[src/rtl/gfx_layer_compositor_pkg.sv]
// Shared definitions for the layer compositor: register map, CTRL bit
// positions and colour constants.
package gfx_pkg;

  localparam int COLOR_W = 8;
  typedef logic [COLOR_W-1:0] color_t;
  localparam color_t BLACK = 8'h00;

  typedef enum logic [3:0] {
    ADDR_BG_COLOR = 4'd0,
    ADDR_S0_X     = 4'd1,
    ADDR_S0_Y     = 4'd2,
    ADDR_S0_COLOR = 4'd3,
    ADDR_S1_X     = 4'd4,
    ADDR_S1_Y     = 4'd5,
    ADDR_S1_COLOR = 4'd6,
    ADDR_CTRL     = 4'd7
  } cfg_addr_e;

  localparam int CTRL_W          = 3;
  localparam int CTRL_S0_EN      = 0;
  localparam int CTRL_S1_EN      = 1;
  localparam int CTRL_S1_OVER_S0 = 2;

endpackage

[src/rtl/gfx_layer_compositor_sprite_hit.sv]
// Combinational test of whether a pixel lies inside a square sprite.
// One extra bit of headroom keeps sprites near the coordinate limit from wrapping.
module sprite_hit #(
  parameter int COORD_W = 10,
  parameter int SIZE    = 16
) (
  input  logic [COORD_W-1:0] pixel_x,
  input  logic [COORD_W-1:0] pixel_y,
  input  logic [COORD_W-1:0] sprite_x,
  input  logic [COORD_W-1:0] sprite_y,
  output logic               hit
);

  localparam logic [COORD_W:0] SIZE_EXT = (COORD_W+1)'(SIZE);

  logic [COORD_W:0] px, py, sx, sy;

  assign px = {1'b0, pixel_x};
  assign py = {1'b0, pixel_y};
  assign sx = {1'b0, sprite_x};
  assign sy = {1'b0, sprite_y};

  assign hit = (px >= sx) && (px < sx + SIZE_EXT) &&
               (py >= sy) && (py < sy + SIZE_EXT);

endmodule

[src/rtl/gfx_layer_compositor.sv]
// Background plus two sprites composited per pixel, with shadow registers
// committed at frame_start. Define STT8_COLLISION_EN to build sprite collision detection.
module gfx_layer_compositor
  import gfx_pkg::*;
#(
  parameter int SPRITE_SIZE = 16,
  parameter int COORD_W     = 10
) (
  input  logic               clk,
  input  logic               rst_n,
  input  logic [COORD_W-1:0] pixel_x,
  input  logic [COORD_W-1:0] pixel_y,
  input  logic               video_active,
  input  logic               frame_start,
  input  logic               cfg_valid,
  output logic               cfg_ready,
  input  logic [3:0]         cfg_addr,
  input  logic [9:0]         cfg_data,
  output logic [7:0]         color_data,
  output logic               collision
);

  color_t              bg_sh, s0_c_sh, s1_c_sh;
  logic [COORD_W-1:0]  s0_x_sh, s0_y_sh, s1_x_sh, s1_y_sh;
  logic [CTRL_W-1:0]   ctrl_sh;

  color_t              bg_act, s0_c_act, s1_c_act;
  logic [COORD_W-1:0]  s0_x_act, s0_y_act, s1_x_act, s1_y_act;
  logic [CTRL_W-1:0]   ctrl_act;

  logic   cfg_fire;
  logic   s0_hit, s1_hit, s0_on, s1_on;
  color_t pixel_color;

  // The commit cycle owns the shadow registers, so writes are held off then.
  assign cfg_ready = ~frame_start;
  assign cfg_fire  = cfg_valid & cfg_ready;

  always_ff @(posedge clk) begin
    if (!rst_n) begin
      bg_sh   <= BLACK;
      s0_x_sh <= '0;
      s0_y_sh <= '0;
      s0_c_sh <= BLACK;
      s1_x_sh <= '0;
      s1_y_sh <= '0;
      s1_c_sh <= BLACK;
      ctrl_sh <= '0;
    end else if (cfg_fire) begin
      case (cfg_addr_e'(cfg_addr))
        ADDR_BG_COLOR: bg_sh   <= cfg_data[COLOR_W-1:0];
        ADDR_S0_X:     s0_x_sh <= COORD_W'(cfg_data);
        ADDR_S0_Y:     s0_y_sh <= COORD_W'(cfg_data);
        ADDR_S0_COLOR: s0_c_sh <= cfg_data[COLOR_W-1:0];
        ADDR_S1_X:     s1_x_sh <= COORD_W'(cfg_data);
        ADDR_S1_Y:     s1_y_sh <= COORD_W'(cfg_data);
        ADDR_S1_COLOR: s1_c_sh <= cfg_data[COLOR_W-1:0];
        ADDR_CTRL:     ctrl_sh <= cfg_data[CTRL_W-1:0];
        default:       ;
      endcase
    end
  end

  always_ff @(posedge clk) begin
    if (!rst_n) begin
      bg_act   <= BLACK;
      s0_x_act <= '0;
      s0_y_act <= '0;
      s0_c_act <= BLACK;
      s1_x_act <= '0;
      s1_y_act <= '0;
      s1_c_act <= BLACK;
      ctrl_act <= '0;
    end else if (frame_start) begin
      bg_act   <= bg_sh;
      s0_x_act <= s0_x_sh;
      s0_y_act <= s0_y_sh;
      s0_c_act <= s0_c_sh;
      s1_x_act <= s1_x_sh;
      s1_y_act <= s1_y_sh;
      s1_c_act <= s1_c_sh;
      ctrl_act <= ctrl_sh;
    end
  end

  sprite_hit #(.COORD_W(COORD_W), .SIZE(SPRITE_SIZE)) u_s0_hit (
    .pixel_x  (pixel_x),
    .pixel_y  (pixel_y),
    .sprite_x (s0_x_act),
    .sprite_y (s0_y_act),
    .hit      (s0_hit)
  );

  sprite_hit #(.COORD_W(COORD_W), .SIZE(SPRITE_SIZE)) u_s1_hit (
    .pixel_x  (pixel_x),
    .pixel_y  (pixel_y),
    .sprite_x (s1_x_act),
    .sprite_y (s1_y_act),
    .hit      (s1_hit)
  );

  assign s0_on = s0_hit & ctrl_act[CTRL_S0_EN];
  assign s1_on = s1_hit & ctrl_act[CTRL_S1_EN];

  always_comb begin
    pixel_color = bg_act;
    if (s1_on && (ctrl_act[CTRL_S1_OVER_S0] || !s0_on)) begin
      pixel_color = s1_c_act;
    end else if (s0_on) begin
      pixel_color = s0_c_act;
    end
    if (!video_active) begin
      pixel_color = BLACK;
    end
  end

  always_ff @(posedge clk) begin
    if (!rst_n) begin
      color_data <= BLACK;
    end else begin
      color_data <= pixel_color;
    end
  end

`ifdef STT8_COLLISION_EN
  logic collision_flag;
  logic both_hit;

  assign both_hit = video_active & s0_on & s1_on;

  // A hit in the commit cycle belongs to the frame that is just starting.
  always_ff @(posedge clk) begin
    if (!rst_n) begin
      collision_flag <= 1'b0;
      collision      <= 1'b0;
    end else if (frame_start) begin
      collision      <= collision_flag;
      collision_flag <= both_hit;
    end else begin
      collision_flag <= collision_flag | both_hit;
    end
  end
`else
  assign collision = 1'b0;
`endif

endmodule

[config.mk]
export PLATFORM = sky130hd
export DESIGN_NAME = gfx_layer_compositor
export DESIGN_NICKNAME = d
export VERILOG_FILES = /design/src/rtl/gfx_layer_compositor_pkg.sv /design/src/rtl/gfx_layer_compositor_sprite_hit.sv /design/src/rtl/gfx_layer_compositor.sv
export SDC_FILE = /design/constraint.sdc
export NUM_CORES = 1
export LEC_CHECK = 0
export CELL_PAD_IN_SITES_DETAIL_PLACEMENT = 1
export CELL_PAD_IN_SITES_GLOBAL_PLACEMENT = 2
export CORE_MARGIN = 3
export CORE_UTILIZATION = 39
export CTS_CLUSTER_DIAMETER = 60
export DETAILED_ROUTE_END_ITERATION = 7
export PLACE_DENSITY_LB_ADDON = 0.1
export SLEW_MARGIN = 10
export SYNTH_ARGS = -nofsm -noshare
export SYNTH_HDL_FRONTEND = slang
export SYNTH_SLANG_ARGS = --single-unit
[constraint.sdc]
create_clock -name clk -period 3.8 [get_ports clk]
set_clock_uncertainty 0.1 [all_clocks]
set_input_delay 1.14 -clock clk [delete_from_list [all_inputs] [get_ports clk]]
set_output_delay 1.14 -clock clk [all_outputs]
set_load 0.02 [all_outputs]
# Word-level counts from Yosys, hierarchy flattened
# Cells that the tools add are included.
op_classes:
  bitwise: 4
  magnitude_cmp: 8
  mux: 2
  n_eq_ne: 7
  add_sub_neg: 4
  reduce_logical: 19
op_table:
  columns: ["op", "count"]
  rows:
  - ["adder 10 x 5 -> 11 bit, second input constant", 4]
  - ["< comparator 10 x 11 -> 1 bit", 4]
  - [">= comparator 10 bit", 4]
  - ["AND reduction 2 bit", 9]
  - ["equality test 4 x 3 -> 1 bit, second input constant", 4]
  - ["2-to-1 mux 8 bit", 2]
  - ["equality test 4 x 2 -> 1 bit, second input constant", 2]
  - ["logical AND 1 bit", 7]
  - ["equality test 4 x 1 -> 1 bit, second input constant", 1]
  - ["zero test 4 bit", 1]
  - ["bitwise AND 1 bit", 3]
  - ["zero test 1 bit", 1]
  - ["logical OR 1 bit", 1]
  - ["NOT 1 bit", 1]
word_totals:
  regBits: 142

# Depth between registers and ports, before layout
depth:
  ltp_word: 10
  ltp_mapped: 13
  depth_no_buf: 11

# By module
# A second synthesis with hierarchy kept.
hier_totals:
  hier_cells: 751
  area_unflattened_um2: 7308.3
by_module_without_submodules:
  columns: ["mod", "cells_per_inst", "n_inst", "seq_area_each_um2", "area_per_inst_um2"]
  rows:
  - ["gfx_layer_compositor", 505, 1, 2842.7, 5390.2]
  - ["sprite_hit at u_s0_hit", 121, 1, 0.0, 959.7]
  - ["sprite_hit at u_s1_hit", 125, 1, 0.0, 958.4]

# Worst setup path after synthesis
# OpenSTA, ideal clock, no wires.
synth_path:
  kind: "input -> output"
  start: "input port frame_start"
  end: "output port cfg_ready"
  arrival_time_ps: 2450
  cell_stages: 4
  setup_slack_ps: 110
  path_cell_list: "clkbuf_1 > buf_1 > buf_1 > inv_1"
synth_via:
  elab_chain_cells: 1
synth_lines:
  columns: ["element", "line", "source"]
  rows:
  - ["start, declared", "gfx_layer_compositor.sv:14", "input logic frame_start,"]
  - ["NOT 1 bit", "gfx_layer_compositor.sv:36", "assign cfg_ready = ~frame_start;"]
  - ["end, declared", "gfx_layer_compositor.sv:16", "output logic cfg_ready,"]
# Every way passes these cells.

# Worst setup path after layout
layout_path:
  start: "input port pixel_x[5]"
  end: "register color_data[7]"
layout_via:
  elab_chain_cells: 9
  elab_cells_between_ends: 17
  classes_between: "order compare (4); mux (2); bitwise (2); reduce/logical (9)"
layout_lines:
  columns: ["element", "line", "source"]
  rows:
  - ["start, declared", "gfx_layer_compositor.sv:11", "input logic [COORD_W-1:0] pixel_x,"]
  - ["< comparator 10 x 11 -> 1 bit or >= comparator 10 bit (tied branches)", "gfx_layer_compositor_sprite_hit.sv:23", "assign hit = (px >= sx) && (px < sx + SIZE_EXT) &&"]
  - ["logical AND 1 bit (2 in a row)", "gfx_layer_compositor_sprite_hit.sv:23", null]
  - ["logical AND 1 bit", "gfx_layer_compositor_sprite_hit.sv:24", "(py >= sy) && (py < sy + SIZE_EXT);"]
  - ["bitwise AND 1 bit", "gfx_layer_compositor.sv:102", "assign s0_on = s0_hit & ctrl_act[CTRL_S0_EN];"]
  - ["zero test 1 bit", "gfx_layer_compositor.sv:107", "if (s1_on && (ctrl_act[CTRL_S1_OVER_S0] || !s0_on)) begin"]
  - ["logical OR 1 bit", "gfx_layer_compositor.sv:107", null]
  - ["logical AND 1 bit", "gfx_layer_compositor.sv:107", null]
  - ["2-to-1 mux 8 bit (*)", "gfx_layer_compositor.sv:107", null]
  - ["end signal, assigned", "gfx_layer_compositor.sv:121", "color_data <= pixel_color;"]
  - ["end, declared", "gfx_layer_compositor.sv:19", "output logic [7:0] color_data,"]
# Mark *: on every way between the ends. The rest lies on a longest branch, timed or not.
# A chain may end at the register's enable or synchronous reset.

==> impl_summary.log <==
[metrics] busiest metal layer after global routing: met2
[metrics] DRC errors left: 0
[metrics] number of global-route vias before repair: 5979
[metrics] routing usage on met3: 2.71%
[metrics] Net Count, Synth: 853
[metrics] total routed wirelength: 19000 um
[metrics] sequential-to-total area share from yosys stat: 38.1%
[metrics] total area of multi-input combinational cells: 4310 um^2
[metrics] pre-CTS setup slack: -322 ps
[metrics] flop and latch count out of synthesis: 142
[metrics] worst voltage drop across the vdd grid: 0.287 mV
[metrics] most common cell type on the critical path: sky130_fd_sc_hd__o21ai_0
[metrics] first-iteration detailed-routing DRC count: 140
[metrics] final worst-path setup slack: 153 ps
[metrics] top cells by area in the synthesized netlist: sky130_fd_sc_hd__dfxtp_1, sky130_fd_sc_hd__mux2i_1, sky130_fd_sc_hd__nor2b_1
[metrics] maximum number of pins on one net before global-route repair: 67
[metrics] RSZ-0062 raised after global routing: false
[metrics] critical path's slowest cell: sky130_fd_sc_hd__clkdlybuf4s50_1
[metrics] Non-Filler Instances: 1056
[metrics] height of the chip: 144 um
[metrics] die area: 20800 um^2
[metrics] main flop type after synthesis: sky130_fd_sc_hd__dfxtp_1
[metrics] hold buffers post-CTS: 0
[metrics] Hold Crit Class: register to register
[metrics] wire length of the first global-routing pass: 30900 um
[metrics] fill cell instance count of the final layout: 2017
[metrics] clock transition at the registers of the reported paths: 60 ps
[metrics] H-tree depth: 4
[metrics] total clock buffers created by CTS: 17
[metrics] internal power of the cells: 2.81 mW
[metrics] drt wl/cell: 18.0 um
[metrics] final estimated routing congestion in global placement: 0.834
[metrics] footprint of the flip-flops and latches: 2840 um^2
[metrics] placeable core area: 18400 um^2
[metrics] overall routing resource usage: 19.2%
[metrics] final count of pins violating max slew: 0
[metrics] Final ANT Viol Nets: 0
[metrics] number of warnings reported in the yosys synthesis log: 0
[metrics] Initial Util: 40.5%
[metrics] critical path's top delay family: simple AND/OR/NAND/NOR gates
[metrics] met1 track utilization from global routing: 25.0%
[metrics] Area Growth Syn to Fin: 20.6%
[metrics] startpoint type of the worst setup path: primary input
[metrics] global-route met2 utilization: 32.7%
[metrics] number of hold violations in the final report: 0
[metrics] largest incremental delay on the critical path: 510 ps
[metrics] share of cells above drive strength 1: 10.3%
[metrics] post-detail-place hpwl: 14100 um
[metrics] number of placed instances with taps included: 1024
[metrics] power per cell area: 400 nW/um^2
[metrics] overall overflow remaining after global route: 0
[metrics] peak fanout along the critical path: 8
[metrics] number of buffer and inverter stages on the critical path: 1
[metrics] # rows: 49
[metrics] nets@finish: 921
[metrics] leading area contributor after synthesis: sky130_fd_sc_hd__dfxtp_1
[metrics] type of the worst setup path: primary input to register
[metrics] net switching power: 0.785 mW
[metrics] clock latency on the worst-skew pair: 420 ps
[metrics] part of the power in combinational logic: 8.2%
[metrics] maximum clock path buffer count: 2
[metrics] share of synthesized registers carrying an async set or reset: 0%
[metrics] actual transition at the worst max-transition pin: 1010 ps
[metrics] final worst path period need: 3650 ps
[metrics] io pins: 49
[metrics] arrival time of the worst setup path: 3870 ps
[metrics] period utilisation layout: 96.0%
[metrics] achievable frequency: 274 MHz
[metrics] vias: 5477
[metrics] Die W: 144 um
[metrics] sinks on the clock net: 142
[metrics] number of library cell types mapped by synthesis: 46
[metrics] DR vias/cell: 5.19
[metrics] IO buf count: 47
[metrics] commonest cells after routing, fill and taps aside: sky130_fd_sc_hd__dfxtp_1, sky130_fd_sc_hd__nor2b_1, sky130_fd_sc_hd__mux2i_1
[metrics] Slew Limit Headroom: 32.6%
[metrics] syn avg cell area: 9.99 um^2
[metrics] leading cell type in the layout, fill and taps excluded: sky130_fd_sc_hd__dfxtp_1
[metrics] Gates resized, CTS repair: 0
[metrics] total of endpoints with negative setup slack in the final report: 0
[metrics] initial antenna violation count: 0
[metrics] sum of internal, switching and leakage power: 3.60 mW
[metrics] critical-path cell list: clkdlybuf4s50_1 -> ha_1 -> o21ai_0 -> a21oi_1 -> nor4_2 -> o21ai_0 -> or4_4 -> or2_2 -> a311oi_4
[metrics] drt first pass iters: 4
[metrics] outcome: finished clean
[metrics] total of max-cap violations: 0
[metrics] worst slack on hold paths: 418 ps
[metrics] worst path required time: 4020 ps
[metrics] clock tree from TritonCTS: yes
[metrics] synthesized area: 7450 um^2
[metrics] number of flops mapped to enable cells by yosys: 0
[metrics] root buffer cell: sky130_fd_sc_hd__clkbuf_16
[metrics] count of buffers added by post-CTS timing repair for setup: 0
[metrics] sequential fraction of design power: 41.7%
[metrics] switching part of the total: 21.8%
[metrics] Worst Setup End Kind: register
[metrics] number of antenna diodes: 0
[metrics] post-synth top area share: 38.1%
[metrics] clock network power share: 50.0%
[metrics] Lkg Pwr: 3.73 nW
[metrics] Gate Count Post-Synth: 746
-- worst paths after layout --
path	from	to	slack [ps]	cells after the start
setup / recovery	pixel_x[5]	color_data[7]$_SDFF_PN0_	150	9
hold reg to reg	bg_act[3]$_SDFFE_PN0P_	color_data[3]$_SDFF_PN0_	420	2
setup reg to reg	s1_x_act[5]$_SDFFE_PN0P_	color_data[7]$_SDFF_PN0_	420	10
hold / removal	bg_act[3]$_SDFFE_PN0P_	color_data[3]$_SDFF_PN0_	420	2
-- worst register-to-register path: cells and delay by family, from the launching register on --
kind / cells / cell delay [ps]
adder cells (fa/ha/maj): 2 / 580
flip-flops: 1 / 500
AND/OR/NAND/NOR: 4 / 1290
AO/OA/AOI/OAI: 3 / 680
XOR/XNOR: 1 / 160
-- through the flow --
step	setup TNS (ps)	instance area, um^2	utilization (%)
finish	0	8990	48.9
global route	0	8990	48.9
CTS	0	8980	48.8
detailed placement	-2480	8340	45.3
global placement	-2310	8340	45.3
floorplan	0	7450	-
-- layer usage --
layer	vias up	wire (um)
li1	2728	-
met1	2672	9100
met2	62	9200
met3	15	406
met4	0	306
met5	-	0
-- sequential cells by signal, summed over array words and instances (netlist names) --
signal / flops
s0_y_sh: 10
s0_y_act: 10
ctrl_sh: 3
bg_sh: 8
s1_c_sh: 8
s0_x_act: 10
s0_c_sh: 8
s1_x_act: 10
s0_x_sh: 10
s0_c_act: 8
s1_y_sh: 10
s1_c_act: 8
ctrl_act: 3
bg_act: 8
color_data: 8
s1_y_act: 10
s1_x_sh: 10
-- synthesized netlist by cell type (all sizes together), types with 2 or more instances --
cell type,n
a211o,6
a211oi,2
a21o,7
a21oi,24
a221oi,2
a311oi,7
a31oi,3
a41o,2
and3,5
and4,3
buf,12
clkbuf,22
dfxtp,142
ha,68
inv,43
mux2i,135
nand2,23
nand2b,6
nand3,25
nand3b,3
nand4,3
nand4b,5
nor2,6
nor2b,137
nor3,11
o2111ai,2
o211ai,2
o21a,2
o21ai,11
or4,2
xnor2,16
-- area by class of cell --
type / count / share of cell area (%)
well taps: 229 / 3.19
clock inverters: 14 / 2.42
multi-input cells: 527 / 47.9
flip-flops and latches: 142 / 31.6
inverters: 43 / 1.80
clock buffers: 18 / 4.77
repair buffers: 83 / 8.30
-- cell families (layout without fill, tap and decap cells) --
logic type	count (synthesis)	in the layout	synth area share, %
simple gates	234	234	18.6
flops	142	142	38.1
mux	135	135	18.1
buf+inv	77	158	4.20
compound gates	73	73	7.55
fa+ha+maj	68	68	11.4
xor+xnor	16	16	1.88
other cells	1	1	0.0503
-- power groups by stage --
stage	logic, mW	clock network [mW]	registers, mW
final	0.297	1.80	1.50
after global routing	0.328	1.91	1.50
after CTS	0.302	1.84	1.50
after detailed placement	0.300	0	1.53
after global placement	0.291	0	1.53
after floorplan	0.169	0	1.53
Power figures use the tool's default switching activity.
